### src/rtl/ft_tx_arbiter_if.sv
// ft_tx_arbiter_if: requester handshakes and FT600 TX FIFO write port
// shared by the two-channel TX arbiter.
//   slave  - arbiter side
//   master - requester / FIFO side
interface ft_tx_arbiter_if;
    logic        req0_valid;
    logic [15:0] req0_data;
    logic        req0_last;
    logic        req0_ready;

    logic        req1_valid;
    logic [15:0] req1_data;
    logic        req1_last;
    logic        req1_ready;

    logic        tx_en;
    logic [15:0] tx_in;
    logic        tx_full;

    logic        busy;
    logic        grant;

    modport slave (
        input  req0_valid, req0_data, req0_last,
        output req0_ready,
        input  req1_valid, req1_data, req1_last,
        output req1_ready,
        output tx_en, tx_in,
        input  tx_full,
        output busy, grant
    );

    modport master (
        output req0_valid, req0_data, req0_last,
        input  req0_ready,
        output req1_valid, req1_data, req1_last,
        input  req1_ready,
        input  tx_en, tx_in,
        output tx_full,
        input  busy, grant
    );
endinterface

### src/rtl/ft_tx_arbiter.sv
// ft_tx_arbiter: round-robin, packet-granular sharing of the FT600 245-mode
// TX FIFO write port between two 16-bit requesters. Each packet starts with
// a header {HDR_MAGIC, 7'b0, channel}; a packet is closed by a word with
// last=1 or forcibly after MAX_BURST payload words.
// Optional: define TX_TRAILER_EN to append a trailer {8'h5A, payload count}
// after every packet.
module ft_tx_arbiter #(
    parameter int unsigned MAX_BURST = 64,
    parameter logic [7:0]  HDR_MAGIC = 8'hA5
) (
    input  logic           clk,
    input  logic           rst,
    ft_tx_arbiter_if.slave bus
);

`ifdef TX_TRAILER_EN
    typedef enum logic [1:0] {IDLE, HEADER, BURST, TRAILER} state_t;
`else
    typedef enum logic [1:0] {IDLE, HEADER, BURST} state_t;
`endif

    localparam logic [7:0] LAST_IDX = 8'(MAX_BURST - 1);

    state_t      state_q, state_d;
    logic        grant_q, grant_d;
    logic        rr_q, rr_d;        // preferred channel for the next arbitration
    logic [7:0]  count_q, count_d;  // payload words of the current packet

    logic        g_valid;
    logic        g_last;
    logic [15:0] g_data;
    logic        xfer;
    logic        eop;

    // Select the granted requester and detect payload transfer / end of packet
    always_comb begin
        g_valid = grant_q ? bus.req1_valid : bus.req0_valid;
        g_last  = grant_q ? bus.req1_last  : bus.req0_last;
        g_data  = grant_q ? bus.req1_data  : bus.req0_data;
        xfer    = (state_q == BURST) && g_valid && !bus.tx_full;
        eop     = xfer && (g_last || (count_q == LAST_IDX));
    end

    // Next-state logic: arbitration, packet framing and burst counting
    always_comb begin
        state_d = state_q;
        grant_d = grant_q;
        rr_d    = rr_q;
        count_d = count_q;
        case (state_q)
            IDLE: begin
                if (bus.req0_valid || bus.req1_valid) begin
                    grant_d = (rr_q ? bus.req1_valid : bus.req0_valid) ? rr_q : !rr_q;
                    count_d = '0;
                    state_d = HEADER;
                end
            end
            HEADER: begin
                if (!bus.tx_full) state_d = BURST;
            end
            BURST: begin
                if (xfer) begin
                    count_d = count_q + 8'd1;
                    if (eop) begin
                        rr_d = !grant_q;
`ifdef TX_TRAILER_EN
                        state_d = TRAILER;
`else
                        state_d = IDLE;
`endif
                    end
                end
            end
`ifdef TX_TRAILER_EN
            TRAILER: begin
                if (!bus.tx_full) state_d = IDLE;
            end
`endif
            default: state_d = IDLE;
        endcase
    end

    // FSM and arbitration state registers
    always_ff @(posedge clk or posedge rst) begin
        if (rst) begin
            state_q <= IDLE;
            grant_q <= 1'b0;
            rr_q    <= 1'b0;
            count_q <= '0;
        end else begin
            state_q <= state_d;
            grant_q <= grant_d;
            rr_q    <= rr_d;
            count_q <= count_d;
        end
    end

    // FIFO write port and requester readies, qualified combinationally with tx_full
    always_comb begin
        bus.tx_en      = 1'b0;
        bus.tx_in      = '0;
        bus.req0_ready = 1'b0;
        bus.req1_ready = 1'b0;
        case (state_q)
            HEADER: begin
                bus.tx_en = !bus.tx_full;
                bus.tx_in = {HDR_MAGIC, 7'b0, grant_q};
            end
            BURST: begin
                bus.tx_en      = g_valid && !bus.tx_full;
                bus.tx_in      = g_data;
                bus.req0_ready = !grant_q && !bus.tx_full;
                bus.req1_ready = grant_q && !bus.tx_full;
            end
`ifdef TX_TRAILER_EN
            TRAILER: begin
                bus.tx_en = !bus.tx_full;
                bus.tx_in = {8'h5A, count_q};
            end
`endif
            default: ;
        endcase
    end

    // Status outputs come straight from registered state
    always_comb begin
        bus.busy  = (state_q != IDLE);
        bus.grant = grant_q;
    end

endmodule
### src/flat_wrapper.sv
// flat-port wrapper written by rule: the top's interface ports become plain ports
module ft_tx_arbiter_flat 
#(
    parameter int unsigned MAX_BURST = 64,
    parameter logic [7:0]  HDR_MAGIC = 8'hA5
)
  (clk, rst, bus_req0_valid, bus_req0_data, bus_req0_last, bus_req0_ready, bus_req1_valid, bus_req1_data, bus_req1_last, bus_req1_ready, bus_tx_en, bus_tx_in, bus_tx_full, bus_busy, bus_grant);
  ft_tx_arbiter_if bus_i ();
  input  logic clk;
  input  logic rst;
  input wire logic [$bits(bus_i.req0_valid)-1:0] bus_req0_valid;
  input wire logic [$bits(bus_i.req0_data)-1:0] bus_req0_data;
  input wire logic [$bits(bus_i.req0_last)-1:0] bus_req0_last;
  output wire logic [$bits(bus_i.req0_ready)-1:0] bus_req0_ready;
  input wire logic [$bits(bus_i.req1_valid)-1:0] bus_req1_valid;
  input wire logic [$bits(bus_i.req1_data)-1:0] bus_req1_data;
  input wire logic [$bits(bus_i.req1_last)-1:0] bus_req1_last;
  output wire logic [$bits(bus_i.req1_ready)-1:0] bus_req1_ready;
  output wire logic [$bits(bus_i.tx_en)-1:0] bus_tx_en;
  output wire logic [$bits(bus_i.tx_in)-1:0] bus_tx_in;
  input wire logic [$bits(bus_i.tx_full)-1:0] bus_tx_full;
  output wire logic [$bits(bus_i.busy)-1:0] bus_busy;
  output wire logic [$bits(bus_i.grant)-1:0] bus_grant;
  assign bus_i.req0_valid = bus_req0_valid;
  assign bus_i.req0_data = bus_req0_data;
  assign bus_i.req0_last = bus_req0_last;
  assign bus_req0_ready = bus_i.req0_ready;
  assign bus_i.req1_valid = bus_req1_valid;
  assign bus_i.req1_data = bus_req1_data;
  assign bus_i.req1_last = bus_req1_last;
  assign bus_req1_ready = bus_i.req1_ready;
  assign bus_tx_en = bus_i.tx_en;
  assign bus_tx_in = bus_i.tx_in;
  assign bus_i.tx_full = bus_tx_full;
  assign bus_busy = bus_i.busy;
  assign bus_grant = bus_i.grant;
  ft_tx_arbiter #(.MAX_BURST(MAX_BURST), .HDR_MAGIC(HDR_MAGIC)) u_core (.clk(clk), .rst(rst), .bus(bus_i));
endmodule
### config.mk
export PLATFORM = sky130hd
export DESIGN_NAME = ft_tx_arbiter_flat
export DESIGN_NICKNAME = d
export VERILOG_FILES = /design/src/rtl/ft_tx_arbiter_if.sv /design/src/rtl/ft_tx_arbiter.sv /design/src/flat_wrapper.sv
export SDC_FILE = /design/constraint.sdc
export NUM_CORES = 1
export LEC_CHECK = 0
export ABC_AREA = 1
export BUFFER_PORTS_ARGS = -buffer_cell sky130_fd_sc_hd__buf_2
export CORE_MARGIN = 8
export CORE_UTILIZATION = 25
export CTS_CLUSTER_DIAMETER = 60
export CTS_CLUSTER_SIZE = 20
export DETAILED_ROUTE_END_ITERATION = 6
export HOLD_SLACK_MARGIN = 0.03
export PLACE_DENSITY = 0.49
export SLEW_MARGIN = 20
export SYNTH_ARGS = -nofsm -noshare
export SYNTH_HDL_FRONTEND = slang
export SYNTH_SLANG_ARGS = --single-unit
### constraint.sdc
create_clock -name clk -period 4.2 [get_ports clk]
set_input_delay 1.26 -clock clk [delete_from_list [all_inputs] [get_ports clk]]
set_output_delay 1.26 -clock clk [all_outputs]
set_load 0.005 [all_outputs]
==> results.cfg, run 1 <==
[routing]
wl_per_cell_um = 11.81
maxUsedRoutingLayer = met4
wirelength_met1_um = 1366
dr_wl_met3_um = 157
wl_um = 3366
vias_per_cell = 4.386
first_pass_iters = 4
first_iter_violations = 33
dr_wl_met2_um = 1780
vias = 1250
final_antenna_net_count = 0
drc = 0

[timing]
fin_crit_sh = 0.8047
rsz0062_at_grt = no
worstMarginPinSlew_ns = 0.6295
skew_ns = 0.005571
finalCriticalPeriod_ns = 3.380
clock.fmax_mhz = 295.9
setup-violations-final = 0
slew_viol_final = 0
hold_viol_final = 0
fin_setup_tns_ns = 0
relSlewSlack = 0.5803

[layout]
ff_latch_area_um2 = 300.3
final_nets = 279
multiInputGateArea_um2 = 666.9
drive_above_1_share = 0.3262
final_design_area_no_fill_um2 = 1463
fillers = 491
n_antenna_cell = 0
stdcell_count = 285
postLayoutCoreUtil = 0.3406
syn2layout_area_growth_pct = 33.91

[power_and_ir_drop]
p_per_area_nw_per_um2 = 483.2
vdd_drop_max_mv = 0.2322
leakage_nw = 0.8595
fin_total_pwr_mw = 0.7068

[yosys]
yosysWarnings = 0
seq_area_frac_synth = 0.2749
synth_seq_cells = 12
synth_top_area_share = 0.2749
synth.area.top_cells = dfrtp_1 (27%), nand2_1 (18%), nor2_1 (7.9%), nand3_1 (7.3%), inv_1 (7.2%)
synth_area_per_cell_um2 = 6.206
yosysUniqueCellTypes = 27
synth_area_um2 = 1092
syn_inst = 176
synth_top_area_cell = dfrtp_1
synth_nets = 220

[global_route]
grt_usage = 0.09716
grt_pass1_vias = 1180
antenna_found_initial = 0
grt_max_degree = 24
grt.overflow.total = 0
grt_pass1_wl_um = 5319

[placement]
dp_hpwl_um = 2710
place_area_um2 = 1421
placed_cells_incl_taps = 282
io_buffers = 59
gp_congestion = 0.7512

[critical_path]
critPathKind = flip-flop to output pin
critPathArrivalTime_ns = 2.12
start_kind = flip-flop
required_ns = 2.94
worstPathMaxFanout = 15
r2r_cells = 9
end_kind = output pin

[floorplan]
ios = 60
rows = 24
dieArea_um2 = 6740
die_x_um = 82.10
coreArea_um2 = 4294
die_h_um = 82.10
start_util = 0.2544

[clocking]
htree_levels = 1
cts_tree = done
cts_buffer_depth = 2
hold_buffers = 0
clock_sinks = 12
numCtsBuffers = 3
post_cts_buffers = 0
cts-root-buf = clkbuf_8
clkTransAtPathRegs_ns = 0.05
clk_latency_ns = 0.24
cts-resized-gates = 0

[worst_hold_path]
min_path_cells = 2
min_path_type = flip-flop to flip-flop

[flow_run]
maxCapViolations = 0

[status]
status = finished clean
## area by class of cell
type                            instances  share of cell area
Timing Repair Buffer                   60              0.2070
Clock buffer                            3             0.02823
Multi-Input combinational cell        135              0.4559
Tap cell                               52             0.04448
Inverter                               23             0.05902
Sequential cell                        12              0.2053
## logic make-up (layout without fill, tap and decap cells)
group           after synthesis  in the layout  share of synthesized area
compound gates               16             16                    0.09164
xor+xnor                      2              2                    0.01604
fa+ha+maj                     5              5                    0.05727
buf+inv                      29             86                     0.1145
flops                        12             12                     0.2749
simple gates                112            112                     0.4456
## final timing paths
check,slack [ns],start,endpoint
setup reg to reg,2.28,u_core.state_q[0]$_DFFE_PP0P_,u_core.state_q[1]$_DFFE_PP0P_
hold reg to reg,0.49,u_core.count_q[3]$_DFFE_PP0P_,u_core.count_q[3]$_DFFE_PP0P_
setup / recovery,0.82,u_core.state_q[0]$_DFFE_PP0P_,bus_tx_in[0]
hold / removal,0.49,u_core.count_q[3]$_DFFE_PP0P_,u_core.count_q[3]$_DFFE_PP0P_
min in group asynchronous,1.03,rst,u_core.count_q[3]$_DFFE_PP0P_
max in group asynchronous,2.84,rst,u_core.count_q[0]$_DFFE_PP0P_
## synthesized netlist by cell type
library cell	n
nand3b_1	1
nand3_1	16
clkbuf_1	2
ha_1	5
nor2_2	1
a21oi_1	2
nor3_1	11
o21ai_0	6
o21ai_1	2
dfrtp_1	12
xnor2_1	1
o211ai_1	1
o21ai_2	4
buf_4	2
a21boi_0	1
nand4_1	1
inv_1	21
or2_2	1
buf_2	1
nor2_1	23
nor2_4	1
nand2_2	3
xor2_1	1
inv_2	2
buf_6	1
nand3_2	1
nand2_1	53
## report_power, final
group	internal, mW	total (mW)	switching [mW]	leakage [nW]
registers	0.139	0.158	0.0190	0.162
logic	0.159	0.444	0.285	0.676
clock network	0.0631	0.105	0.0414	0.0216
total	0.362	0.707	0.345	0.859
## flip-flops by register name (all words and copies together) (netlist names)
register          flops
u_core.bus.grant      1
u_core.rr_q           1
u_core.count_q        8
u_core.state_q        2
## cell usage in the layout, fill, tap and decap left out
cell	count
dfrtp_1	12
buf_2	59
nand2_1	53
o21ai_0	6
xnor2_1	1
nand2_2	3
inv_2	2
nor3_1	11
inv_1	21
ha_1	5
nand3b_1	1
o21ai_2	4
o211ai_1	1
nand3_2	1
o21ai_1	2
clkbuf_8	3
a21boi_0	1
nor2_2	1
nand4_1	1
nor2_1	23
buf_4	1
a21oi_1	2
nor2_4	1
or2_2	1
xor2_1	1
nand3_1	16
## worst max-delay path: stages (launching register included)
cell	delay [ns]
dfrtp_1	0.41
inv_1	0.09
ha_1	0.56
inv_2	0.18
nor2_2	0.25
nand2_1	0.07
a21boi_0	0.17
buf_2	0.14
## stage by stage
| step | setup WS, ns | hold slack [ns] |
|---|---|---|
| 2_1_floorplan | 1.241 | 0.4535 |
| 3_3_place_gp | 0.9643 | 0.4690 |
| 3_5_place_dp | 0.9603 | 0.4741 |
| 4_1_cts | 0.7590 | 0.4879 |
| 5_1_grt | 0.5908 | 0.5204 |
| 6_report | 0.8201 | 0.4867 |
## layer usage
metal,up-vias,global-route usage
li1,668,-
met1,553,0.1148
met2,23,0.1721
met3,6,0.02056
met4,0,0.02807
met5,-,0
(Power assumes the default switching activity.)
==> inputs of run 2 (changes only) <==
Clock period 4.2 ns to 3.2 ns, I/O delays scaled along.
==> run 2 against run 1 <==
Net effect: cell count rose by 0.70%; first-iteration DRC count up 42%; die area stayed put; worst hold slack worse by 0.0067 ns; register-to-register slack lost 0.87 ns; total power increased by 37%; routed wire length rose by 0.48%; combinational power is 29% higher; non-clock buffer count increased by 1; highest routed layer unchanged.
==> results.cfg, run 2 (synthesis gave the netlist of run 1 again) <==
[status]
status = finished clean

[critical_path]
required_ns = 2.24
critPathArrivalTime_ns = 1.85
crit_start = u_core.state_q[0]$_DFFE_PP0P_
regToRegEndpoint = u_core.count_q[7]$_DFFE_PP0P_
start_kind = flip-flop
crit_chain = inv_1 -> ha_1 -> inv_2 -> nor2_2 -> nand2_1 -> a21boi_0 -> buf_2
worstPathMaxFanout = 7
end_kind = output pin
cp_num_buf_inv = 3
r2r_cells = 8
crit_path_max_incr_delay_ns = 0.41
r2r-start = u_core.state_q[0]$_DFFE_PP0P_
cp.depth = 7
critPathKind = flip-flop to output pin
slowest_stage = dfrtp_1
critPathTopFamily = flip-flops
ff2ff_setup_slack_ns = 1.41
crit_end = bus_tx_in[0]

[timing]
finalCriticalPeriod_ns = 2.813
setup-violations-final = 0
hold_viol_final = 0
fin_setup_tns_ns = 0
holdWs_ns = 0.4801
relSlewSlack = 0.6754
worstMarginPinSlew_ns = 0.4864
slew_viol_final = 0
clock.fmax_mhz = 355.5
fin_crit_sh = 0.8791
skew_ns = 0.002615
rsz0062_at_grt = no

[flow_run]
maxCapViolations = 0

[layout]
top_regs = u_core.count_q x8, u_core.state_q x2
final_design_area_no_fill_um2 = 1484
final_nets = 280
layout_common_cells = buf_2 (59), nand2_1 (53), nor2_1 (23), inv_1 (21), nand3_1 (16)
n_antenna_cell = 0
final_common_cell = buf_2
drive_above_1_share = 0.3319
fillers = 480
regMostFlops = u_core.count_q
stdcell_count = 287
syn2layout_area_growth_pct = 35.85
largest_register_ffs = 8

[floorplan]
dieArea_um2 = 6740
ios = 60
die_h_um = 82.10
die_x_um = 82.10
rows = 24
coreArea_um2 = 4294
start_util = 0.2544

[clocking]
hold_buffers = 0
clk_latency_ns = 0.25
htree_levels = 1
clkTransAtPathRegs_ns = 0.06
cts-root-buf = clkbuf_8
cts_tree = done
clock_sinks = 12
post_cts_buffers = 0
numCtsBuffers = 3
cts-resized-gates = 0
cts_buffer_depth = 2

[power_and_ir_drop]
p_per_area_nw_per_um2 = 651.7
fin_total_pwr_mw = 0.9670
vdd_drop_max_mv = 0.3046
leakage_nw = 0.8719

[placement]
place_area_um2 = 1429
io_buffers = 59
placed_cells_incl_taps = 283
gp_congestion = 0.7490
dp_hpwl_um = 2802

[routing]
first_pass_iters = 4
vias = 1232
wl_per_cell_um = 11.78
drc = 0
final_antenna_net_count = 0
vias_per_cell = 4.293
first_iter_violations = 47
wl_um = 3382

[global_route]
grt.overflow.total = 0
grt_pass1_vias = 1194
grt_max_degree = 15
grt_usage = 0.09524
antenna_found_initial = 0
grt_pass1_wl_um = 5244

[worst_hold_path]
min_path_type = flip-flop to flip-flop
-- run 2: cell count changes in the layout (fill, tap and decap cells not counted), sizes merged --
| cell | previous run | this run |
|---|---|---|
| buf | 60 | 61 |
| clkbuf | 3 | 4 |
-- run 2: area by class of cell --
cell class                      instances  area, um^2  area share
Timing Repair Buffer                   61       310.3      0.2091
Tap cell                               52       65.06     0.04384
Multi-Input combinational cell        135       666.9      0.4494
Sequential cell                        12       300.3      0.2024
Inverter                               23       86.33     0.05818
Clock buffer                            4       55.05     0.03710
-- run 2: how the worst min path moves through the flow --
| stage | cells past startpoint | slack (ns) | start | to |
|---|---|---|---|---|
| 5_1_grt | 2 | 0.51 | u_core.count_q[3]$_DFFE_PP0P_ | u_core.count_q[3]$_DFFE_PP0P_ |
| 4_1_cts | 2 | 0.49 | u_core.count_q[3]$_DFFE_PP0P_ | u_core.count_q[3]$_DFFE_PP0P_ |
| 2_1_floorplan | 2 | 0.45 | u_core.rr_q$_DFFE_PP0P_ | u_core.rr_q$_DFFE_PP0P_ |
| 3_5_place_dp | 2 | 0.47 | u_core.count_q[3]$_DFFE_PP0P_ | u_core.count_q[3]$_DFFE_PP0P_ |
| 3_3_place_gp | 2 | 0.47 | u_core.count_q[3]$_DFFE_PP0P_ | u_core.count_q[3]$_DFFE_PP0P_ |
| 6_report | 2 | 0.48 | u_core.count_q[3]$_DFFE_PP0P_ | u_core.count_q[3]$_DFFE_PP0P_ |
-- run 2: report_power, final --
part	internal, mW	switching [mW]
registers	0.182	0.0409
clock network	0.109	0.0617
logic	0.215	0.358
-- run 2: per-stage QoR --
stage | worst slack [ns] | utilization
2_1_floorplan | 0.8411 | -
3_3_place_gp | 0.5982 | 0.3328
3_5_place_dp | 0.5955 | 0.3328
4_1_cts | 0.3485 | 0.3456
5_1_grt | 0.1837 | 0.3456
6_report | 0.3867 | 0.3456
-- run 2: layer usage --
layer | up-vias | wire length [um] | track usage
met2 | 20 | 1723 | 0.1681
li1 | 673 | - | -
met1 | 533 | 1464 | 0.1131
met4 | 0 | 35 | 0.02456
met5 | - | 0 | 0
met3 | 6 | 159 | 0.02165
-- run 2: worst reg2reg max path, delay by kind of cell (launching register included) --
family	cells	cell delay, ns
fa+ha+maj	1	0.36
simple gates	2	0.30
flops	1	0.41
compound gates	2	0.15
buf+inv	3	0.44
